### src/rtl/sync_fifo_pkg.sv
// Shared constants, helper function and status record for the parametrised sync FIFO.
package sync_fifo_pkg;

   localparam int DEFAULT_DATA_WIDTH = 8;
   localparam int DEFAULT_DEPTH      = 16;

   typedef struct packed {
      logic full;
      logic empty;
      logic almost_full;
      logic almost_empty;
      logic overflow;
      logic underflow;
   } fifo_status_t;

   // Address width that never collapses to zero bits for tiny depths.
   function automatic int clog2_safe(input int value);
      return (value <= 2) ? 1 : $clog2(value);
   endfunction

endpackage

### src/rtl/fifo_mem_2p.sv
// DEPTH x DATA_WIDTH storage: synchronous write port, asynchronous read port.
module fifo_mem_2p
   import sync_fifo_pkg::*;
#(
   parameter int DATA_WIDTH = DEFAULT_DATA_WIDTH,
   parameter int DEPTH      = DEFAULT_DEPTH,
   parameter int ADDR_W     = clog2_safe(DEFAULT_DEPTH)
) (
   input  logic                  clk,
   input  logic                  we,
   input  logic [ADDR_W-1:0]     wr_addr,
   input  logic [DATA_WIDTH-1:0] wr_data,
   input  logic [ADDR_W-1:0]     rd_addr,
   output logic [DATA_WIDTH-1:0] rd_data
);

   logic [DATA_WIDTH-1:0] mem [DEPTH];

   always_ff @(posedge clk) begin
      if (we) begin
         mem[wr_addr] <= wr_data;
      end
   end

   assign rd_data = mem[rd_addr];

endmodule

### src/rtl/sync_fifo_param.sv
// Parametrised single-clock FIFO with occupancy count, threshold flags and error pulses.
// Define SYNC_FIFO_FWFT_EN for first-word fall-through; default is a 1-cycle registered read.
module sync_fifo_param
   import sync_fifo_pkg::*;
#(
   parameter int DATA_WIDTH    = DEFAULT_DATA_WIDTH,
   parameter int DEPTH         = DEFAULT_DEPTH,
   parameter int AFULL_THRESH  = DEPTH - 2,
   parameter int AEMPTY_THRESH = 2
) (
   input  logic                   clk,
   input  logic                   rst_n,
   input  logic                   wr_en,
   input  logic [DATA_WIDTH-1:0]  data_in,
   input  logic                   rd_en,
   output logic [DATA_WIDTH-1:0]  data_out,
   output logic                   full,
   output logic                   empty,
   output logic                   almost_full,
   output logic                   almost_empty,
   output logic [$clog2(DEPTH):0] count,
   output logic                   overflow,
   output logic                   underflow
);

   localparam int PTR_W = clog2_safe(DEPTH);
   localparam int CNT_W = PTR_W + 1;

   localparam logic [CNT_W-1:0] FULL_C   = CNT_W'(DEPTH);
   localparam logic [CNT_W-1:0] AFULL_C  = CNT_W'(AFULL_THRESH);
   localparam logic [CNT_W-1:0] AEMPTY_C = CNT_W'(AEMPTY_THRESH);

   if (DEPTH < 4 || (DEPTH & (DEPTH - 1)) != 0) begin : g_bad_depth
      $fatal(1, "sync_fifo_param: DEPTH must be a power of two and at least 4");
   end

   if (AEMPTY_THRESH <= 0 || AEMPTY_THRESH >= AFULL_THRESH || AFULL_THRESH > DEPTH) begin : g_bad_thresh
      $fatal(1, "sync_fifo_param: thresholds must satisfy 0 < AEMPTY < AFULL <= DEPTH");
   end

   logic [PTR_W-1:0]      wr_ptr;
   logic [PTR_W-1:0]      rd_ptr;
   logic [DATA_WIDTH-1:0] rd_data;
   logic                  wr_acc;
   logic                  rd_acc;

   // Full-with-both favours the read, empty-with-both favours the write: no pass-through.
   assign wr_acc = wr_en && !full;
   assign rd_acc = rd_en && !empty;

   assign full         = (count == FULL_C);
   assign empty        = (count == '0);
   assign almost_full  = (count >= AFULL_C);
   assign almost_empty = (count <= AEMPTY_C);

   fifo_mem_2p #(
      .DATA_WIDTH (DATA_WIDTH),
      .DEPTH      (DEPTH),
      .ADDR_W     (PTR_W)
   ) u_mem (
      .clk     (clk),
      .we      (wr_acc && rst_n),
      .wr_addr (wr_ptr),
      .wr_data (data_in),
      .rd_addr (rd_ptr),
      .rd_data (rd_data)
   );

   always_ff @(posedge clk) begin
      if (!rst_n) begin
         wr_ptr    <= '0;
         rd_ptr    <= '0;
         count     <= '0;
         overflow  <= 1'b0;
         underflow <= 1'b0;
      end else begin
         if (wr_acc) begin
            wr_ptr <= wr_ptr + PTR_W'(1);
         end
         if (rd_acc) begin
            rd_ptr <= rd_ptr + PTR_W'(1);
         end
         case ({wr_acc, rd_acc})
            2'b10:   count <= count + CNT_W'(1);
            2'b01:   count <= count - CNT_W'(1);
            default: count <= count;
         endcase
         overflow  <= wr_en && full;
         underflow <= rd_en && empty;
      end
   end

`ifdef SYNC_FIFO_FWFT_EN
   assign data_out = empty ? '0 : rd_data;
`else
   logic [DATA_WIDTH-1:0] data_q;

   always_ff @(posedge clk) begin
      if (!rst_n) begin
         data_q <= '0;
      end else if (rd_acc) begin
         data_q <= rd_data;
      end
   end

   assign data_out = data_q;
`endif

endmodule
### config.mk
export PLATFORM = sky130hd
export DESIGN_NAME = sync_fifo_param
export DESIGN_NICKNAME = d
export VERILOG_FILES = /design/src/rtl/sync_fifo_pkg.sv /design/src/rtl/fifo_mem_2p.sv /design/src/rtl/sync_fifo_param.sv
export SDC_FILE = /design/constraint.sdc
export NUM_CORES = 1
export LEC_CHECK = 0
export CORE_ASPECT_RATIO = 1.75
export CORE_MARGIN = 10
export CORE_UTILIZATION = 25
export DETAILED_ROUTE_END_ITERATION = 16
export PLACE_DENSITY = 0.38
export SYNTH_ARGS = -nofsm -noshare
export SYNTH_HDL_FRONTEND = slang
export SYNTH_SLANG_ARGS = --single-unit
### constraint.sdc
create_clock -name clk -period 5.16 [get_ports clk]
set_clock_uncertainty 0.05 [all_clocks]
set_input_delay 0.774 -clock clk [delete_from_list [all_inputs] [get_ports clk]]
set_output_delay 0.774 -clock clk [all_outputs]
set_load 0.05 [all_outputs]
# Word level (Yosys, flattened, before mapping)
# Memory sizes are Yosys's and may differ from the RTL's. A register that Yosys moved wholly into a read port is not among the register bits.
# Index checks and enable logic that the tools add are counted.
[totals]
reg_bits = 15
mem_bits_rw = 128
inputBits = 12
out_inout_bits = 19
elab_cells = 28
mem_count = 1
[op_classes]
n_addsub = 4
n_lt_le_gt_ge = 2
eq_ne = 3
n_mux = 3
n_reduce_logical = 10
[memory_table]
columns = ["memory", "depth", "word_bits", "read_ports", "rd_clocked_by_memory_dff", "wr", "line_no", "text"]
rows = [
  ["u_mem.mem", 16, 8, 1, 1, 1, "fifo_mem_2p.sv:17", "logic [DATA_WIDTH-1:0] mem [DEPTH];"],
]
[op_table]
columns = ["op", "count"]
rows = [
  ["5-bit one-hot mux with 2 select lines", 1],
  ["4-bit by 1-bit adder with 4-bit output, second input constant", 2],
  ["5-bit by 1-bit adder with 5-bit output, second input constant", 1],
  ["5-bit equality test, second input constant", 1],
  ["5-bit by 4-bit greater-or-equal comparator with 1-bit output, second input constant", 1],
  ["5-bit by 2-bit <= comparator with 1-bit output, second input constant", 1],
  ["1-bit logical AND", 5],
  ["5-bit zero test", 1],
  ["5-bit by 1-bit subtractor with 5-bit output, second input constant", 1],
  ["1-bit zero test", 3],
  ["2-bit by 1-bit equality test with 1-bit output, second input constant", 1],
  ["2-bit equality test, second input constant", 1],
  ["1-bit 2-to-1 mux", 2],
  ["2-bit nonzero test", 1],
]

# Longest topological paths before layout
[depth]
word_depth = 6
depth_mapped = 11
ltp_nobuf = 11

# By module
# From an unflattened synthesis, not the netlist that was laid out.
[hier_totals]
hier_cells = 333
hier_area_um2 = 6119.6
[modules_own_cells]
columns = ["mod", "instances", "cells_each", "area_each_um2", "seq_area_each_um2"]
rows = [
  ["fifo_mem_2p", 1, 221, 4987.3, 3843.7],
  ["sync_fifo_param", 1, 112, 1132.3, 460.4],
]

# Worst setup path after synthesis
# OpenSTA, ideal clock, no wires.
[synth_timing]
path_type = "reg-to-output"
start = "reg count[1]"
end = "out almost_empty"
t_arrival_ns = 3.099
slack_ns = 1.237
path_stages_with_launch = 2
path_buffers = 0
cell_sequence = "dfxtp_1 -> a2111oi_0"
[synth_between]
elab_chain_cells = 1
[synth_lines]
columns = ["element", "line_no", "text"]
rows = [
  ["start, declared", "sync_fifo_param.sv:21", "output logic [$clog2(DEPTH):0] count,"],
  ["start signal, assigned", "sync_fifo_param.sv:84", "2'b10: count <= count + CNT_W'(1);"],
  ["start signal, assigned", "sync_fifo_param.sv:85", "2'b01: count <= count - CNT_W'(1);"],
  ["start signal, assigned", "sync_fifo_param.sv:86", "default: count <= count;"],
  ["5-bit by 2-bit <= comparator with 1-bit output", "sync_fifo_param.sv:54", "assign almost_empty = (count <= AEMPTY_C);"],
  ["end, declared", "sync_fifo_param.sv:20", "output logic almost_empty,"],
]
# Every way passes these cells.

# Worst setup path in the final report
[layout_timing]
start = "in rst_n"
end = "mem u_mem.mem[1][1] in the netlist's numbering (enable)"
[layout_between]
elab_chain_cells = 3
[layout_lines]
columns = ["element", "line_no", "text"]
rows = [
  ["start, declared", "sync_fifo_param.sv:12", "input logic rst_n,"],
  ["1-bit logical AND", "sync_fifo_param.sv:62", ".we (wr_acc && rst_n),"],
  ["1-bit 2-to-1 mux", "fifo_mem_2p.sv:20", "if (we) begin"],
  ["1-bit 2-to-1 mux (implied by the code)", "fifo_mem_2p.sv:21", "mem[wr_addr] <= wr_data;"],
  ["end, declared", "fifo_mem_2p.sv:17", ""],
]
# Every way passes these cells.

==> impl_metrics.py <==
metrics = {
    "run_status": {
        "status": "finished clean",
    },
    "timing": {
        "finalCritPeriodShare_pct": 62.45,
        "fmax_mhz": 310.3,
        "rsz0062_at_grt": "false",
        "drv_slew": 0,
        "fin_hold_ws_ns": 0.4763,
        "setup_viol": 0,
        "finalHoldViolCount": 0,
        "slew_headroom_pct": 19.20,
        "worstMarginPinSlew_ns": 1.203,
        "tns_ns": 0,
        "fin_crit_ns": 3.222,
    },
    "floorplanning": {
        "std_cell_rows": 75,
        "start_util_pct": 25.28,
        "io_pins": 31,
        "coreArea_sq_mm": 0.02393,
        "fp.dieW_um": 137.6,
        "die_area_sq_mm": 0.03107,
        "die_h_um": 225.8,
    },
    "power": {
        "vdd.ir_drop.worst_mv": 0.2382,
        "powerDensity_mw_per_mm2": 499.3,
        "leakage_nw": 2.253,
    },
    "clocking": {
        "clkLatencyLatePin_ns": 0.42,
        "clockBufferDepth": 2,
        "cts_tree": "yes",
        "cts_buffers": 17,
        "hold_buffers": 0,
        "post_cts_buffers": 0,
        "clk_pin_slew_ns": 0.06,
        "root_buffer": "clkbuf_16",
        "cts-htree-levels": 4,
        "post_cts_resized": 0,
        "cts_num_sinks": 151,
    },
    "synthesis": {
        "synth.distinct_cells": 39,
        "synth_cells": 371,
        "ys_ff_latch": 151,
        "synth-warning-count": 0,
        "synth_nets": 393,
        "yosysSeqAreaShare_pct": 71.15,
        "avgSynthCellArea_sq_um": 16.31,
        "netlist_area_sq_mm": 0.006050,
    },
    "grt": {
        "grt_pass1_vias": 3398,
        "grt_usage_pct": 10.12,
        "globalRouteOverflowTotal": 0,
        "grt_first_pass_wirelength_um": 22210,
        "grt_max_degree": 29,
        "antenna_found_initial": 0,
    },
    "worst_setup_path": {
        "critical_path.startpoint_type": "input port",
        "reg2regPathDepth": 10,
        "r2r_start": "count[1]",
        "required_ns": 5.14,
        "cpMaxStageDelayCell": "clkdlybuf4s50_1",
        "path_class": "input port to flop",
        "cp_num_buf_inv": 1,
        "r2r_slack_ns": 2.22,
        "critPathMaxFanout": 28,
        "path_cells": "clkdlybuf4s50_1 > nand3_1 > nor3_1",
        "endpoint_kind": "flop",
        "r2r-end": "count[4]",
        "arrival_ns": 3.20,
        "max_stage_delay_ns": 1.09,
        "critical_path.top_delay_family": "simple AND/OR/NAND/NOR gates",
    },
    "drt": {
        "first_pass_iters": 4,
        "vias_per_cell": 4.426,
        "drc": 0,
        "routedWlPerCell_um": 21.06,
        "antenna_left": 0,
        "dr_total_vias": 3209,
        "wirelength_um": 15270,
        "drt_iter0_markers": 235,
    },
    "cells_and_area": {
        "nFillCells": 2370,
        "final_cell_mix": "edfxtp_1, mux2i_1, clkdlybuf4s50_1, nor2_1, dfxtp_1",
        "nets": 426,
        "antennaDiodeCount": 0,
        "syn_to_final_growth_pct": 19.90,
        "final_common_cell": "edfxtp_1",
        "drive_gt1_share_pct": 12.95,
    },
    "hold_path": {
        "hold_depth": 2,
        "min_to": "data_out[6]",
        "hold_class": "flop to flop",
        "min_from": "data_out[6]",
    },
    "placed_design": {
        "post-dp-hpwl_um": 10470,
        "port_buffers": 30,
        "gp_congestion": 0.7474,
    },
    "job": {
        "maxCapViolCount": 0,
    },
}
[worst max path at each step]
stage	endpoint	start	cells after the start
global route	u_mem.mem[1][1]	rst_n	3
global placement	u_mem.mem[3][2]	rst_n	3
finish	u_mem.mem[1][1]	rst_n	3
floorplan	almost_empty	count[1]	1
detailed placement	u_mem.mem[3][6]	rst_n	3
CTS	almost_empty	count[1]	2
[tightest hold or removal path, stage by stage (launching register included)]
cell and delay, ns:
dfxtp_1 0.31, o21ai_1 0.13, a31oi_1 0.05
[power by group]
part	internal [mW]	total [mW]	leakage, nW	switching [mW]
logic	0.322	0.910	0.633	0.587
clock network	0.757	1.25	0.278	0.489
registers	1.40	1.47	1.34	0.0684
[cell type report]
class / instances / area (sq um) / share of cell area [%]
multi-input combinational: 190 / 1602 / 22.08
sequential: 151 / 4305 / 59.36
clock buffer: 19 / 432.9 / 5.969
tap: 308 / 385.4 / 5.313
timing repair buffer: 35 / 337.8 / 4.658
inverter: 9 / 33.78 / 0.4658
clock inverter: 13 / 156.4 / 2.156
[through the flow]
stage          utilization [%]  cell area, sq um  total power [mW]  cells  setup slack [ns]
2_1_floorplan                -              6050             2.106    371             1.237
4_1_cts                  30.31              7253             3.674    725             1.891
3_5_place_dp             27.85              6664             2.422    693             1.439
3_3_place_gp             27.85              6664             2.418    693             1.508
5_1_grt                  30.31              7253             3.766    725             1.714
6_report                 30.31              7253             3.621    725             1.938
[state kept, by name, summed over array words and instances (netlist names)]
register and cells:
u_mem.mem 128, data_out 8, overflow 1, wr_ptr 4
rd_ptr 4, count 5, underflow 1
[cells by family after synthesis]
logic type,count (synthesis),synth area share [%]
flip-flops,151,71.15
AND/OR/NAND/NOR,70,6.081
AO/OA/AOI/OAI,51,5.315
multiplexers,50,11.58
buffers and inverters,30,2.379
adder cells (fa/ha/maj),10,2.192
XOR/XNOR,9,1.303
[synthesized netlist by cell type, drive strengths merged]
| cell | count | share of area, % |
|---|---|---|
| buf | 13 | 1.2 |
| and2 | 10 | 1.0 |
| and3 | 2 | 0.21 |
| or3 | 1 | 0.10 |
| nor2 | 22 | 1.4 |
| nand4 | 2 | 0.21 |
| or3b | 1 | 0.14 |
| nand3b | 1 | 0.12 |
| inv | 9 | 0.56 |
| a2111oi | 1 | 0.14 |
| ha | 9 | 1.9 |
| dfxtp | 23 | 7.6 |
| o22ai | 16 | 1.7 |
| a22oi | 8 | 0.99 |
| xor2 | 4 | 0.58 |
| a21oi | 3 | 0.25 |
| mux2i | 34 | 5.6 |
| xnor2 | 5 | 0.72 |
| nor3 | 4 | 0.33 |
| nand2b | 2 | 0.21 |
| fa | 1 | 0.33 |
| a21boi | 2 | 0.31 |
| mux4 | 16 | 6.0 |
| a21o | 1 | 0.14 |
| nand2 | 11 | 0.81 |
| nor2b | 6 | 0.62 |
| edfxtp | 128 | 64 |
| clkbuf | 8 | 0.66 |
| a31oi | 8 | 0.83 |
| nor4 | 1 | 0.35 |
| nand3 | 7 | 0.58 |
| o21ai | 12 | 0.99 |
[metal layers]
layer | GRT usage [%] | vias up | routed length [um]
li1 | - | 1493 | -
met1 | 10.16 | 1640 | 5689
met2 | 18.92 | 58 | 8690
met3 | 1.891 | 18 | 507
met4 | 5.256 | 0 | 382
met5 | 0 | - | 0
No activity file was read; power rests on OpenSTA's default activity.
